File: config.mk
export PLATFORM = sky130hd
export DESIGN_NAME = multi_arbiter
export DESIGN_NICKNAME = d
export VERILOG_FILES = /design/src/rtl/multi_arbiter.sv
export SDC_FILE = /design/constraint.sdc
export NUM_CORES = 1
export LEC_CHECK = 0
export BUFFER_PORTS_ARGS = -buffer_cell sky130_fd_sc_hd__clkbuf_2
export CORE_AREA = 2 2 152 154
export DETAILED_ROUTE_END_ITERATION = 6
export DIE_AREA = 0 0 154 156
export PLACE_DENSITY = 0.54
export SLEW_MARGIN = 25
export SYNTH_ARGS = -nofsm -noshare
export SYNTH_HDL_FRONTEND = slang
export SYNTH_SLANG_ARGS = --single-unit
File: constraint.sdc
create_clock -name clk -period 3.24 [get_ports clk]
set_input_delay 0.324 -clock clk [delete_from_list [all_inputs] [get_ports clk]]
set_output_delay 0.324 -clock clk [all_outputs]
set_load 0.005 [all_outputs]
File: src/rtl/multi_arbiter.sv
// rtl/multi_arbiter.sv - N-port memory arbiter with PMP check and optional access timeout
//
// Purpose:
//   Arbitrates NPORTS requesters onto one memory port. A grant is issued only
//   from IDLE, either by fixed priority (RR=0) or round-robin (RR=1). The
//   granted request is checked by an external combinational PMP; a denied
//   access is answered with an error and never reaches memory.
//
// Optional feature macro:
//   ARBITER_TIMEOUT_EN - abort a BUSY access after TIMEOUT cycles without
//                        memory_ready and answer it with an error.
//
// Ports:
//   clk           clock, rising edge
//   rst           synchronous, active-low reset
//   req_in[i]     per-port request (valid, instr, mode, addr, wdata, wstrb)
//   req_out[i]    per-port response (ready, error, rdata)
//   pmp_in        request presented to the PMP checker
//   pmp_out       PMP verdict, mem_error=1 denies the access
//   memory_valid  memory request strobe
//   memory_instr  instruction fetch flag
//   memory_addr   memory address
//   memory_wdata  memory write data
//   memory_wstrb  memory byte write strobes
//   memory_rdata  memory read data
//   memory_ready  memory completion

package multi_arbiter_pkg;

  typedef struct packed {
    logic        mem_valid;
    logic        mem_instr;
    logic [1:0]  mem_mode;
    logic [31:0] mem_addr;
    logic [31:0] mem_wdata;
    logic [3:0]  mem_wstrb;
  } mem_in_type;

  typedef struct packed {
    logic        mem_ready;
    logic        mem_error;
    logic [31:0] mem_rdata;
  } mem_out_type;

  typedef mem_in_type pmp_in_type;

  typedef struct packed {
    logic mem_error;
  } pmp_out_type;

endpackage

module multi_arbiter
  import multi_arbiter_pkg::*;
#(
  parameter int NPORTS  = 2,
  parameter int RR      = 1,
  parameter int TIMEOUT = 1024
) (
  input  logic        clk,
  input  logic        rst,
  input  mem_in_type  req_in [NPORTS],
  output mem_out_type req_out [NPORTS],
  output pmp_in_type  pmp_in,
  input  pmp_out_type pmp_out,
  output logic        memory_valid,
  output logic        memory_instr,
  output logic [31:0] memory_addr,
  output logic [31:0] memory_wdata,
  output logic [3:0]  memory_wstrb,
  input  logic [31:0] memory_rdata,
  input  logic        memory_ready
);

  localparam int GW = (NPORTS > 1) ? $clog2(NPORTS) : 1;

  if (NPORTS < 2 || NPORTS > 8 || TIMEOUT < 2) begin : g_bad_params
    $error("multi_arbiter: NPORTS must be 2..8 and TIMEOUT at least 2");
  end

  typedef enum logic [1:0] {
    IDLE = 2'd0,
    BUSY = 2'd1,
    ERR  = 2'd2
  } state_t;

  state_t     state, state_nxt;
  logic [GW-1:0] g, g_nxt;
  logic [GW-1:0] last, last_nxt;
  mem_in_type lat, lat_nxt;

  logic          sel_found;
  logic [GW-1:0] sel_idx;
  logic [GW-1:0] cand_idx;
  int            cand;

`ifdef ARBITER_TIMEOUT_EN
  localparam int TW = $clog2(TIMEOUT) + 1;
  logic [TW-1:0] tmo_cnt;
  logic          tmo_hit;

  assign tmo_hit = (tmo_cnt == TW'(TIMEOUT - 1));

  // Counts BUSY cycles without memory_ready; zero whenever not in BUSY so it
  // starts from zero on every entry to BUSY.
  always_ff @(posedge clk) begin
    if (!rst || state != BUSY) begin
      tmo_cnt <= '0;
    end else if (!memory_ready) begin
      tmo_cnt <= tmo_cnt + TW'(1);
    end
  end
`endif

  // Request selection. Round-robin starts the search just after the last
  // granted port; fixed priority always starts at port 0. While reset is held
  // nothing is selected, so outputs stay quiet until reset is released.
  always_comb begin
    sel_found = 1'b0;
    sel_idx   = '0;
    cand      = 0;
    cand_idx  = '0;
    if (rst) begin
      for (int k = 0; k < NPORTS; k++) begin
        if (RR != 0) begin
          cand = (int'(last) + 1 + k) % NPORTS;
        end else begin
          cand = k;
        end
        cand_idx = GW'(cand);
        if (!sel_found && req_in[cand_idx].mem_valid) begin
          sel_found = 1'b1;
          sel_idx   = cand_idx;
        end
      end
    end
  end

  always_comb begin
    state_nxt    = state;
    g_nxt        = g;
    last_nxt     = last;
    lat_nxt      = lat;
    pmp_in       = '0;
    memory_valid = 1'b0;
    memory_instr = 1'b0;
    memory_addr  = '0;
    memory_wdata = '0;
    memory_wstrb = '0;
    for (int k = 0; k < NPORTS; k++) begin
      req_out[k] = '0;
    end

    case (state)
      IDLE: begin
        if (sel_found) begin
          pmp_in   = req_in[sel_idx];
          g_nxt    = sel_idx;
          last_nxt = sel_idx;
          lat_nxt  = req_in[sel_idx];
          if (pmp_out.mem_error) begin
            state_nxt = ERR;
          end else begin
            // Memory sees the request in the grant cycle itself, straight
            // from the requester rather than from the latch.
            memory_valid = 1'b1;
            memory_instr = req_in[sel_idx].mem_instr;
            memory_addr  = req_in[sel_idx].mem_addr;
            memory_wdata = req_in[sel_idx].mem_wdata;
            memory_wstrb = req_in[sel_idx].mem_wstrb;
            state_nxt    = BUSY;
          end
        end
      end

      BUSY: begin
        pmp_in       = lat;
        memory_valid = 1'b1;
        memory_instr = lat.mem_instr;
        memory_addr  = lat.mem_addr;
        memory_wdata = lat.mem_wdata;
        memory_wstrb = lat.mem_wstrb;
        if (memory_ready) begin
          req_out[g].mem_ready = 1'b1;
          req_out[g].mem_rdata = memory_rdata;
          state_nxt            = IDLE;
        end
`ifdef ARBITER_TIMEOUT_EN
        else if (tmo_hit) begin
          state_nxt = ERR;
        end
`endif
      end

      ERR: begin
        req_out[g].mem_ready = 1'b1;
        req_out[g].mem_error = 1'b1;
        state_nxt            = IDLE;
      end

      default: begin
        state_nxt = IDLE;
      end
    endcase
  end

  // last resets to the top port so that port 0 is the first round-robin winner.
  always_ff @(posedge clk) begin
    if (!rst) begin
      state <= IDLE;
      g     <= '0;
      last  <= GW'(NPORTS - 1);
      lat   <= '0;
    end else begin
      state <= state_nxt;
      g     <= g_nxt;
      last  <= last_nxt;
      lat   <= lat_nxt;
    end
  end

endmodule

======== Yosys cells after proc, flatten, opt, wreduce, memory -nomap -nowiden ========
Cells that the tools add are included.
word-level totals
  register bits ........................... 76
  input bits .............................. 180
  word-level logic and storage cells ...... 79
cells by class
  add/sub/neg operators ................... 2
  order comparisons ....................... 5
  equality and inequality tests ........... 4
  muxes and demuxes ....................... 49
  bitwise gates (word level) .............. 4
  reduce and logical (&&, ||, !) cells .... 6
operators with widths
  kind                                                              number
  72-bit two-way mux                                                10
  32-bit two-way mux                                                5
  72-bit one-hot mux with 2 select lines                            1
  68-bit bitwise mux                                                2
  68-bit one-hot mux with 2 select lines                            1
  32-bit one-hot mux with 2 select lines                            2
  34-bit demux with 1-bit select                                    3
  68-bit two-way mux                                                1
  34-bit two-way mux                                                1
  33-bit two-way mux                                                1
  1-bit two-way mux                                                 13
  2-bit greater-or-equal comparator (second input constant)         4
  4-bit two-way mux                                                 2
  1-bit NOT with 2-bit output                                       4
  4-bit one-hot mux with 2 select lines                             1
  2-bit two-way mux                                                 3
  2-bit inequality test (second input constant)                     2
  1-bit one-hot mux with 2 select lines                             2
  2-bit one-hot mux with 2 select lines                             1
  2-bit AND reduction                                               2
  1-bit adder (second input constant)                               2
  2-bit by 1-bit == test with 1-bit output (second input constant)  1
  2-bit == test (second input constant)                             1
  1-bit logical AND                                                 2
  3 further kinds                                                   3

======== Depth between registers and ports, before layout ========
Gate-level depths: netlist of run 1.
  word-level depth ........................ 19
  gate-level depth with buffers ........... 8

======== Least setup slack after synthesis of run 1 ========
Ideal clock, no wire load.
  path kind ............................... flip-flop to output port
  from .................................... reg state[0]
  to ...................................... out memory_wdata[20]
  arrival time ............................ 1.446 ns
  required time ........................... 2.916 ns
  setup slack ............................. 1.470 ns
  stages on the path, launching flop included .. 8
  path buffers ............................ 2
  path through ............................ dfxtp_1 inv_1 ha_1 o21ai_2 or3_1 buf_6 buf_6 o21ai_1
on the way
  word-level cells in the longest chain between the ends .. 2
  elaborated cells on any way between the ends .. 3
  those cells by class .................... eq/ne (1); mux (1); reduce/logical (1)
ends and longest elaborated chain
  element                                                                               line  source
  start, declared                                                                       87    state_t state, state_nxt;
  start signal, assigned                                                                215   state <= state_nxt;
  2-bit by 1-bit == test with 1-bit output / 2-bit logical NOT (equally long branches)  154   case (state)
  32-bit one-hot mux with 2 select lines *                                              154
  end, declared                                                                         69    output logic [31:0] memory_wdata,
Every way passes the cells marked *; elsewhere a longest branch is shown, timed or not.

======== Final worst setup path of run 1 ========
  from .................................... reg state[0]
  to ...................................... out memory_wstrb[2]
on the way
  word-level cells in the longest chain between the ends .. 2
  elaborated cells on any way between the ends .. 3
  those cells by class .................... eq/ne (1); mux (1); reduce/logical (1)
ends and longest elaborated chain
  element                                                                               line  source
  2-bit by 1-bit == test with 1-bit output / 2-bit logical NOT (equally long branches)  154
  4-bit one-hot mux with 2 select lines *                                               154
  end, declared                                                                         70    output logic [3:0] memory_wstrb,
Marks and branches as above.

==> results of run 1 <==
[kinds of logic (layout without fill, tap and decap cells)]
logic type / after synthesis / in the layout / synth area share [%]
adders and majority gates: 3 / 3 / 0.725
buffers and inverters: 64 / 427 / 8.56
muxes: 71 / 71 / 17.4
AOI/OAI and AO/OA: 288 / 288 / 28.1
and+or+nand+nor: 163 / 163 / 15.8
DFF: 76 / 76 / 29.4
[per-stage QoR]
| step | utilization, % | worst slack [ns] | cell area, um2 | power, mW | hold slack (ns) |
|---|---|---|---|---|---|
| final | 33.7 | 0.414 | 7530 | 2.88 | 0.316 |
| after global routing | 33.7 | 0.230 | 7530 | 3.06 | 0.310 |
| after CTS | 33.7 | 0.374 | 7530 | 2.94 | 0.298 |
| after detailed placement | 32.4 | 0.749 | 7240 | 1.91 | 0.437 |
| after global placement | 32.4 | 0.789 | 7240 | 1.91 | 0.430 |
| after floorplan | - | 1.47 | 5180 | 1.56 | 0.423 |
[flip-flops by register name, summed over array words and instances (netlist names)]
| register | count |
|---|---|
| state | 2 |
| lat | 72 |
| g | 1 |
| last | 1 |
[final timing paths]
kind,to,cells past startpoint,slack [ns],startpoint
setup / recovery,memory_wstrb[2],7,0.41,state[0]
hold / removal,state[1],3,0.32,pmp_out
setup reg to reg,lat[56],7,1.32,state[0]
hold reg to reg,lat[71],2,0.45,lat[71]
[cell usage after synthesis, types with 2 or more instances]
library cell,instances
buf_6,8
buf_2,7
o21ai_1,137
a21oi_1,72
buf_12,8
ha_1,3
inv_1,3
nor3b_1,2
o21ai_0,74
clkbuf_1,37
mux2i_2,51
mux2i_1,20
and2_1,63
nor2_1,6
or2_2,2
nand2_1,81
dfxtp_1,76
[cell type report]
| class | count | area (um2) |
|---|---|---|
| flip-flops and latches | 76 | 1520 |
| clock inverters | 6 | 63.8 |
| fillers | 2430 | 14800 |
| repair buffers | 408 | 2130 |
| inverters | 3 | 11.3 |
| multi-input cells | 525 | 3220 |
| well taps | 285 | 357 |
| clock buffers | 10 | 229 |
[power by group through the flow]
stage | registers [mW] | clock network, mW | logic, mW
after floorplan | 1.08 | 0 | 0.478
after global placement | 1.09 | 0 | 0.818
after CTS | 1.07 | 1.04 | 0.823
final | 1.07 | 0.995 | 0.811
after global routing | 1.08 | 1.08 | 0.902
after detailed placement | 1.09 | 0 | 0.821
[worst min-delay path, cell delays in order]
cell and delay, ns:
clkbuf_2 0.11, a22oi_1 0.08, nor2_1 0.09
[layer usage]
| layer | vias to the layer above | track usage [%] | part of all wire, % |
|---|---|---|---|
| li1 | 3062 | - | - |
| met4 | 0 | 4.81 | 1.5 |
| met5 | - | 0 | 0 |
| met3 | 11 | 2.94 | 5.3 |
| met2 | 231 | 29.7 | 54 |
| met1 | 2723 | 17.4 | 40 |
==> impl_metrics.tcl, run 1 <==
set metrics [dict create \
    syn_avg_cell_area_um2 7.78 \
    critPathArrivalTime_ns 2.50 \
    ctsHoldBuffers 0 \
    via_per_inst 4.59 \
    synth_flop_cell "dfxtp_1" \
    cts_resized 0 \
    dr.pass1.iters 4 \
    power_density_nw_per_um2 382 \
    wl_um 19600 \
    die_w_um 154 \
    startpoint_type "register" \
    grt_first_pass_wirelength_um 29800 \
    clockRootBuffer "clkbuf_16" \
    setup_viol 0 \
    async_flop_share_pct 0 \
    cp.required_ns 2.92 \
    peakVddDrop_mv 0.222 \
    syn-cell-area_um2 5180 \
    routedWlPerCell_um 14.9 \
    mostFrequentLayoutCells "clkbuf_2, o21ai_1, nand2_1" \
    combPwrFrac_pct 28.2 \
    hold_viol 0 \
    rsz0062_at_grt "false" \
    grt_remaining_overflow 0 \
    ys_seq_area_share_pct 29.4 \
    path_max_fanout 36 \
    post_cts_buffers 0 \
    internal-power_mw 1.99 \
    crit_family "simple AND/OR/NAND/NOR gates" \
    place_inst 1297 \
    final_layout_size_suffix_gt1_share_pct 47.0 \
    p_sw_share_pct 30.9 \
    power_frac_clock_pct 34.6 \
    slew_violations 0 \
    crit_buf_inv 3 \
    slowest_stage "or3_2" \
    clk_pin_slew_ns 0.06 \
    vias 6027 \
    setup_tns_ns 0 \
    synth_edf_count 0 \
    min_path_type "primary input to register" \
    num_rows 55 \
    slew_headroom_pct 48.3 \
    grt_max_degree 91 \
    die_h_um 156 \
    cts_made_buffers 9 \
    synth_seq_cells 76 \
    tightest_slew_ns 0.775 \
    area_growth_pct 45.5 \
    globalplace.congestion 0.802 \
    min_period_over_period_pct 87.2 \
    crit_type "register to output port" \
    fin_nets 1206 \
    skew_ns 0.00568 \
    stdcell_count 1313 \
    post-route-min-period_ns 2.83 \
    grt_pass1_vias 5859 \
    status "complete, no violations" \
    synthCells 665 \
    synth_fp_nets 848 \
    antenna_found_initial 0 \
    seqPwrFrac_pct 37.2 \
    clock_latency_ns 0.33 \
    antenna_cells 0 \
    power_switching_mw 0.890 \
    placement.io_buffers 389 \
    drc 0 \
    cts_tree "yes" \
    cp_cell_sequence "inv_1 -> ha_1 -> o21ai_2 -> or3_2 -> buf_12 -> o21ai_1 -> clkbuf_2" \
    core_area_um2 22400 \
    layout_commonest_cell "clkbuf_2" \
    yosys-top-cells-area "dfxtp_1, mux2i_2, o21ai_1, and2_1, o21ai_0" \
    cts_buffer_depth 2 \
    maxCapViolations 0 \
    ys_warn_count 0 \
    cp-end-kind "output port" \
    pin_count 390 \
    max_freq_ghz 0.354 \
    cts_sinks 76 \
    p_leak_nw 3.65 \
    cts_max_level 3 \
    cp_slowest_stage_delay_ns 0.77 \
    start_util_pct 23.1 \
    synth_top_area_share_pct 29.4 \
    dpl.hpwl_um 15700 \
    grt_usage_pct 15.6 \
    drt_iter0_markers 229 \
    synthDistinctLibCells 32 \
    dieArea_um2 24000 \
    ant_nets 0 \
    yosys.area.top_type "dfxtp_1" \
]
No activity file was read; power rests on OpenSTA's default activity.
==> run 2: changes to the inputs <==
Settings changed: GPL_TIMING_DRIVEN set to 0.
==> impl_metrics.tcl, run 2 (synthesis results as in run 1) <==
set metrics [dict create \
    status "complete, no violations" \
    fin_ws_ns 0.356 \
    final_layout_size_suffix_gt1_share_pct 45.3 \
    grt_first_pass_wirelength_um 35000 \
    cts_resized 0 \
    start_util_pct 23.1 \
    cts_max_level 3 \
    grt_pass1_vias 6107 \
    grt_max_degree 14 \
    largest_registers "lat (72), state (2)" \
    mostFrequentLayoutCells "clkbuf_2, o21ai_1, nand2_1" \
    wl_um 24200 \
    clk_pin_slew_ns 0.06 \
    min_period_over_period_pct 89.0 \
    cts_buffer_depth 2 \
    slowest_stage "clkbuf_1" \
    largest_reg_flops 72 \
    rsz0062_at_grt "false" \
    slew_headroom_pct 47.5 \
    skew_ns 0.00814 \
    pin_count 390 \
    min_path_type "primary input to register" \
    regMostFlops "lat" \
    drt_iter0_markers 231 \
    ctsHoldBuffers 0 \
    slew_violations 0 \
    core_area_um2 22400 \
    max_freq_ghz 0.347 \
    cp_slowest_stage_delay_ns 0.60 \
    power_frac_clock_pct 35.6 \
    cp.required_ns 2.92 \
    power_switching_mw 0.973 \
    crit_buf_inv 4 \
    hold_viol 0 \
    peakVddDrop_mv 0.284 \
    crit_type "register to output port" \
    post-route-min-period_ns 2.88 \
    routedWlPerCell_um 17.9 \
    dp_worst_setup_slack_ns 0.643 \
    post_cts_buffers 0 \
    power_density_nw_per_um2 393 \
    critPathArrivalTime_ns 2.56 \
    drc 0 \
    setup_viol 0 \
    die_h_um 156 \
    cp_cell_sequence "inv_1 -> ha_1 -> clkbuf_1 -> clkbuf_1 -> nand2_1 -> o21ai_1 -> clkbuf_2" \
    combPwrFrac_pct 29.4 \
    startpoint_type "register" \
    utilization_pct 34.8 \
    antenna_cells 0 \
    dieArea_um2 24000 \
    placement.io_buffers 389 \
    cp-end-kind "output port" \
    seqPwrFrac_pct 35.0 \
    grt_usage_pct 19.2 \
    via_per_inst 4.69 \
    cts_tree "yes" \
    setup_tns_ns 0 \
    dr.pass1.iters 5 \
    fin_nets 1248 \
    ant_nets 0 \
    p_sw_share_pct 31.8 \
    cts_made_buffers 9 \
    path_max_fanout 10 \
    grt_remaining_overflow 0 \
    cts_sinks 76 \
    internal-power_mw 2.09 \
    p_leak_nw 3.75 \
    clock_latency_ns 0.35 \
    maxCapViolations 0 \
    clockRootBuffer "clkbuf_16" \
    area_growth_pct 50.5 \
    die_w_um 154 \
    num_rows 55 \
    antenna_found_initial 0 \
    vias 6355 \
    layout_commonest_cell "clkbuf_2" \
    timing.critical_path.mode_cell "clkbuf_1" \
    crit_family "buffers and inverters" \
    fillers 2446 \
    dpl.hpwl_um 19600 \
    tightest_slew_ns 0.788 \
    globalplace.congestion 0.797 \
]
==> run 2: final cells by class <==
type / count / area (um2) / share of cell area (%)
plain buffers: 61 / 432 / 5.54
clock buffers: 9 / 225 / 2.89
inverters: 3 / 11.3 / 0.145
clock inverters: 6 / 87.6 / 1.12
repair buffers: 389 / 1950 / 25.0
multi-input cells: 525 / 3210 / 41.2
flip-flops and latches: 76 / 1520 / 19.5
well taps: 285 / 357 / 4.58
==> run 2: power by group through the flow <==
stage               Clock (mW)  Sequential [mW]  Combinational, mW
floorplan                    0             1.08              0.478
global placement             0             1.09              0.910
detailed placement           0             1.09              0.915
CTS                       1.12             1.07              0.917
global route              1.15             1.08              0.994
finish                    1.09             1.07              0.900
==> run 2: final timing paths <==
kind,from,endpoint,slack (ns),depth (start not counted)
hold / removal,req_in[71],last,0.30,3
hold reg to reg,lat[71],lat[71],0.45,2
setup / recovery,state[1],memory_addr[10],0.36,7
setup reg to reg,state[0],lat[9],1.00,7
==> run 2: worst min-delay path: cells and delay by family <==
kind / cells / cell delay [ns]
and+or+nand+nor: 1 / 0.07
AOI/OAI and AO/OA: 1 / 0.07
buffers and inverters: 1 / 0.12
==> run 2: per-layer routing <==
metal | GRT usage [%] | wire length [um]
met5 | 0 | 0
met4 | 6.94 | 667
met3 | 3.17 | 1280
met2 | 34.6 | 12100
met1 | 22.9 | 10100
==> run 2: metrics by stage <==
step	cells	power (mW)	hold slack, ns	instance area (um2)
finish	1354	3.06	0.297	7790
global route	1354	3.22	0.301	7790
CTS	1354	3.10	0.288	7790
detailed placement	1339	2.00	0.440	7480
global placement	1339	2.00	0.433	7480
floorplan	665	1.56	0.423	5180
==> run 3: changes to the inputs <==
Settings changed: ABC_AREA set to 1, CORE_AREA 2 2 152 154 to 2 2 151 153, DIE_AREA 0 0 154 156 to 0 0 153 155, PLACE_DENSITY 0.54 to 0.57.
==> impl_metrics.tcl, run 3 <==
set metrics [dict create \
    cts_buffer_depth 2 \
    slew_violations 0 \
    yosys-top-cells-area "dfxtp_1, nand2_1, nand3_1, inv_1, a21oi_1" \
    fin_hold_ws_ns 0.218 \
    area_growth_pct 45.5 \
    grt_pass1_vias 7213 \
    peakVddDrop_mv 0.240 \
    ys_top_cells_by_count "nand2_1, inv_1, nand3_1" \
    syn_avg_cell_area_um2 5.38 \
    core_area_um2 22200 \
    cts_max_level 3 \
    ctsHoldBuffers 0 \
    maxCapViolations 0 \
    regMostFlops "lat" \
    grt_remaining_overflow 0 \
    reg2reg_depth 6 \
    utilization_pct 37.4 \
    slew_headroom_pct 47.7 \
    path_max_fanout 10 \
    via_per_inst 4.49 \
    antenna_cells 0 \
    grt_usage_pct 21.1 \
    cts_tree "yes" \
    grt_max_degree 13 \
    status "complete, no violations" \
    finalPower_mw 3.08 \
    synth_edf_count 0 \
    synth_fp_nets 1245 \
    grt_first_pass_wirelength_um 39400 \
    largest_reg_flops 72 \
    holdPathStages 2 \
    p_leak_nw 5.32 \
    dpl.hpwl_um 20700 \
    post-route-min-period_ns 2.55 \
    largest_registers "lat (72), state (2)" \
    power_density_nw_per_um2 370 \
    startpoint_type "register" \
    pin_count 390 \
    cp-end-kind "output port" \
    skew_ns 0.00621 \
    ys_seq_area_share_pct 26.6 \
    antenna_found_initial 0 \
    die_w_um 153 \
    clock_latency_ns 0.35 \
    post_cts_buffers 0 \
    dr.pass1.iters 5 \
    crit_type "register to output port" \
    placement.io_buffers 389 \
    final_layout_size_suffix_gt1_share_pct 30.3 \
    min_period_over_period_pct 78.8 \
    synthDistinctLibCells 19 \
    dieArea_um2 23700 \
    ys_warn_count 0 \
    cts_sinks 76 \
    globalplace.congestion 0.863 \
    drc 0 \
    cts_resized 0 \
    ant_nets 0 \
    yosysMostFrequentCell "nand2_1" \
    cp.required_ns 2.92 \
    layout_commonest_cell "clkbuf_2" \
    wl_um 26100 \
    drt_iter0_markers 405 \
    clockRootBuffer "clkbuf_16" \
    start_util_pct 25.7 \
    vias 7873 \
    synth_flop_cell "dfxtp_1" \
    clk_pin_slew_ns 0.06 \
    setup_viol 0 \
    async_flop_share_pct 0 \
    cts_made_buffers 9 \
    tightest_slew_ns 0.785 \
    rsz0062_at_grt "false" \
    yosys.area.top_type "dfxtp_1" \
    min_path_type "primary input to register" \
    mostFrequentLayoutCells "clkbuf_2, nand2_1, inv_1" \
    max_freq_ghz 0.392 \
    routedWlPerCell_um 14.9 \
    synthCells 1062 \
    fin_nets 1645 \
    die_h_um 155 \
    synth_seq_cells 76 \
    syn-cell-area_um2 5720 \
    synth_top_area_share_pct 26.6 \
    hold_viol 0 \
    critPathArrivalTime_ns 2.23 \
    setup_tns_ns 0 \
    num_rows 55 \
]
[run 3: cell count changes in the layout (fill, tap and decap cells not counted), sizes merged, moves of 7 or more]
| cell | delta |
|---|---|
| buf | +7 |
| mux2i | -71 |
| inv | +181 |
| nand2 | +289 |
| o21ai | -141 |
| nand3 | +147 |
| and2 | -63 |
| nor2 | +58 |
[run 3: cell families after synthesis]
family          count (synthesis)  synth area share (%)
simple gates                  585                  42.0
compound gates                147                  12.9
fa+ha+maj                       3                 0.657
buf+inv                       251                  17.9
flops                          76                  26.6
[run 3: power breakdown]
group,switching (mW),internal [mW],leakage (nW),total (mW)
Sequential,0.0397,1.02,0.625,1.06
Clock,0.430,0.618,0.147,1.05
Combinational,0.602,0.372,4.55,0.974
[run 3: cell type report]
cell class	instances	area, um2
plain buffers	65	320
multi-input cells	735	3170
clock inverters	4	48.8
repair buffers	389	1950
well taps	285	357
fillers	2595	13900
flip-flops and latches	76	1520
inverters	186	703
clock buffers	12	246
[run 3: final timing paths]
kind	from	endpoint	slack (ns)
max	state[1]	memory_wdata[20]	0.69
min	rst	last	0.22
max reg2reg	state[1]	lat[33]	1.50
min reg2reg	lat[0]	lat[0]	0.47
[run 3: through the flow]
step,instance area [um2],std cells,setup WS (ns)
2_1_floorplan,5720,1062,1.70
3_3_place_gp,8020,1736,1.01
3_5_place_dp,8020,1736,0.968
4_1_cts,8320,1752,0.589
5_1_grt,8320,1752,0.459
6_report,8320,1752,0.688
[run 3: critical path, stage by stage (launching register included)]
cell and delay (ns):
dfxtp_1 0.33, inv_1 0.08, ha_1 0.16, buf_2 0.29
clkbuf_1 0.53, nand2_1 0.16, o21ai_1 0.16, clkbuf_2 0.16
[run 3: routing by layer]
metal / track usage [%] / up-vias / share of wire [%]
li1: - / 4064 / -
met1: 27.7 / 3531 / 45
met2: 35.7 / 256 / 47
met3: 4.21 / 22 / 6.7
met4: 5.03 / 0 / 1.3
met5: 0 / - / 0
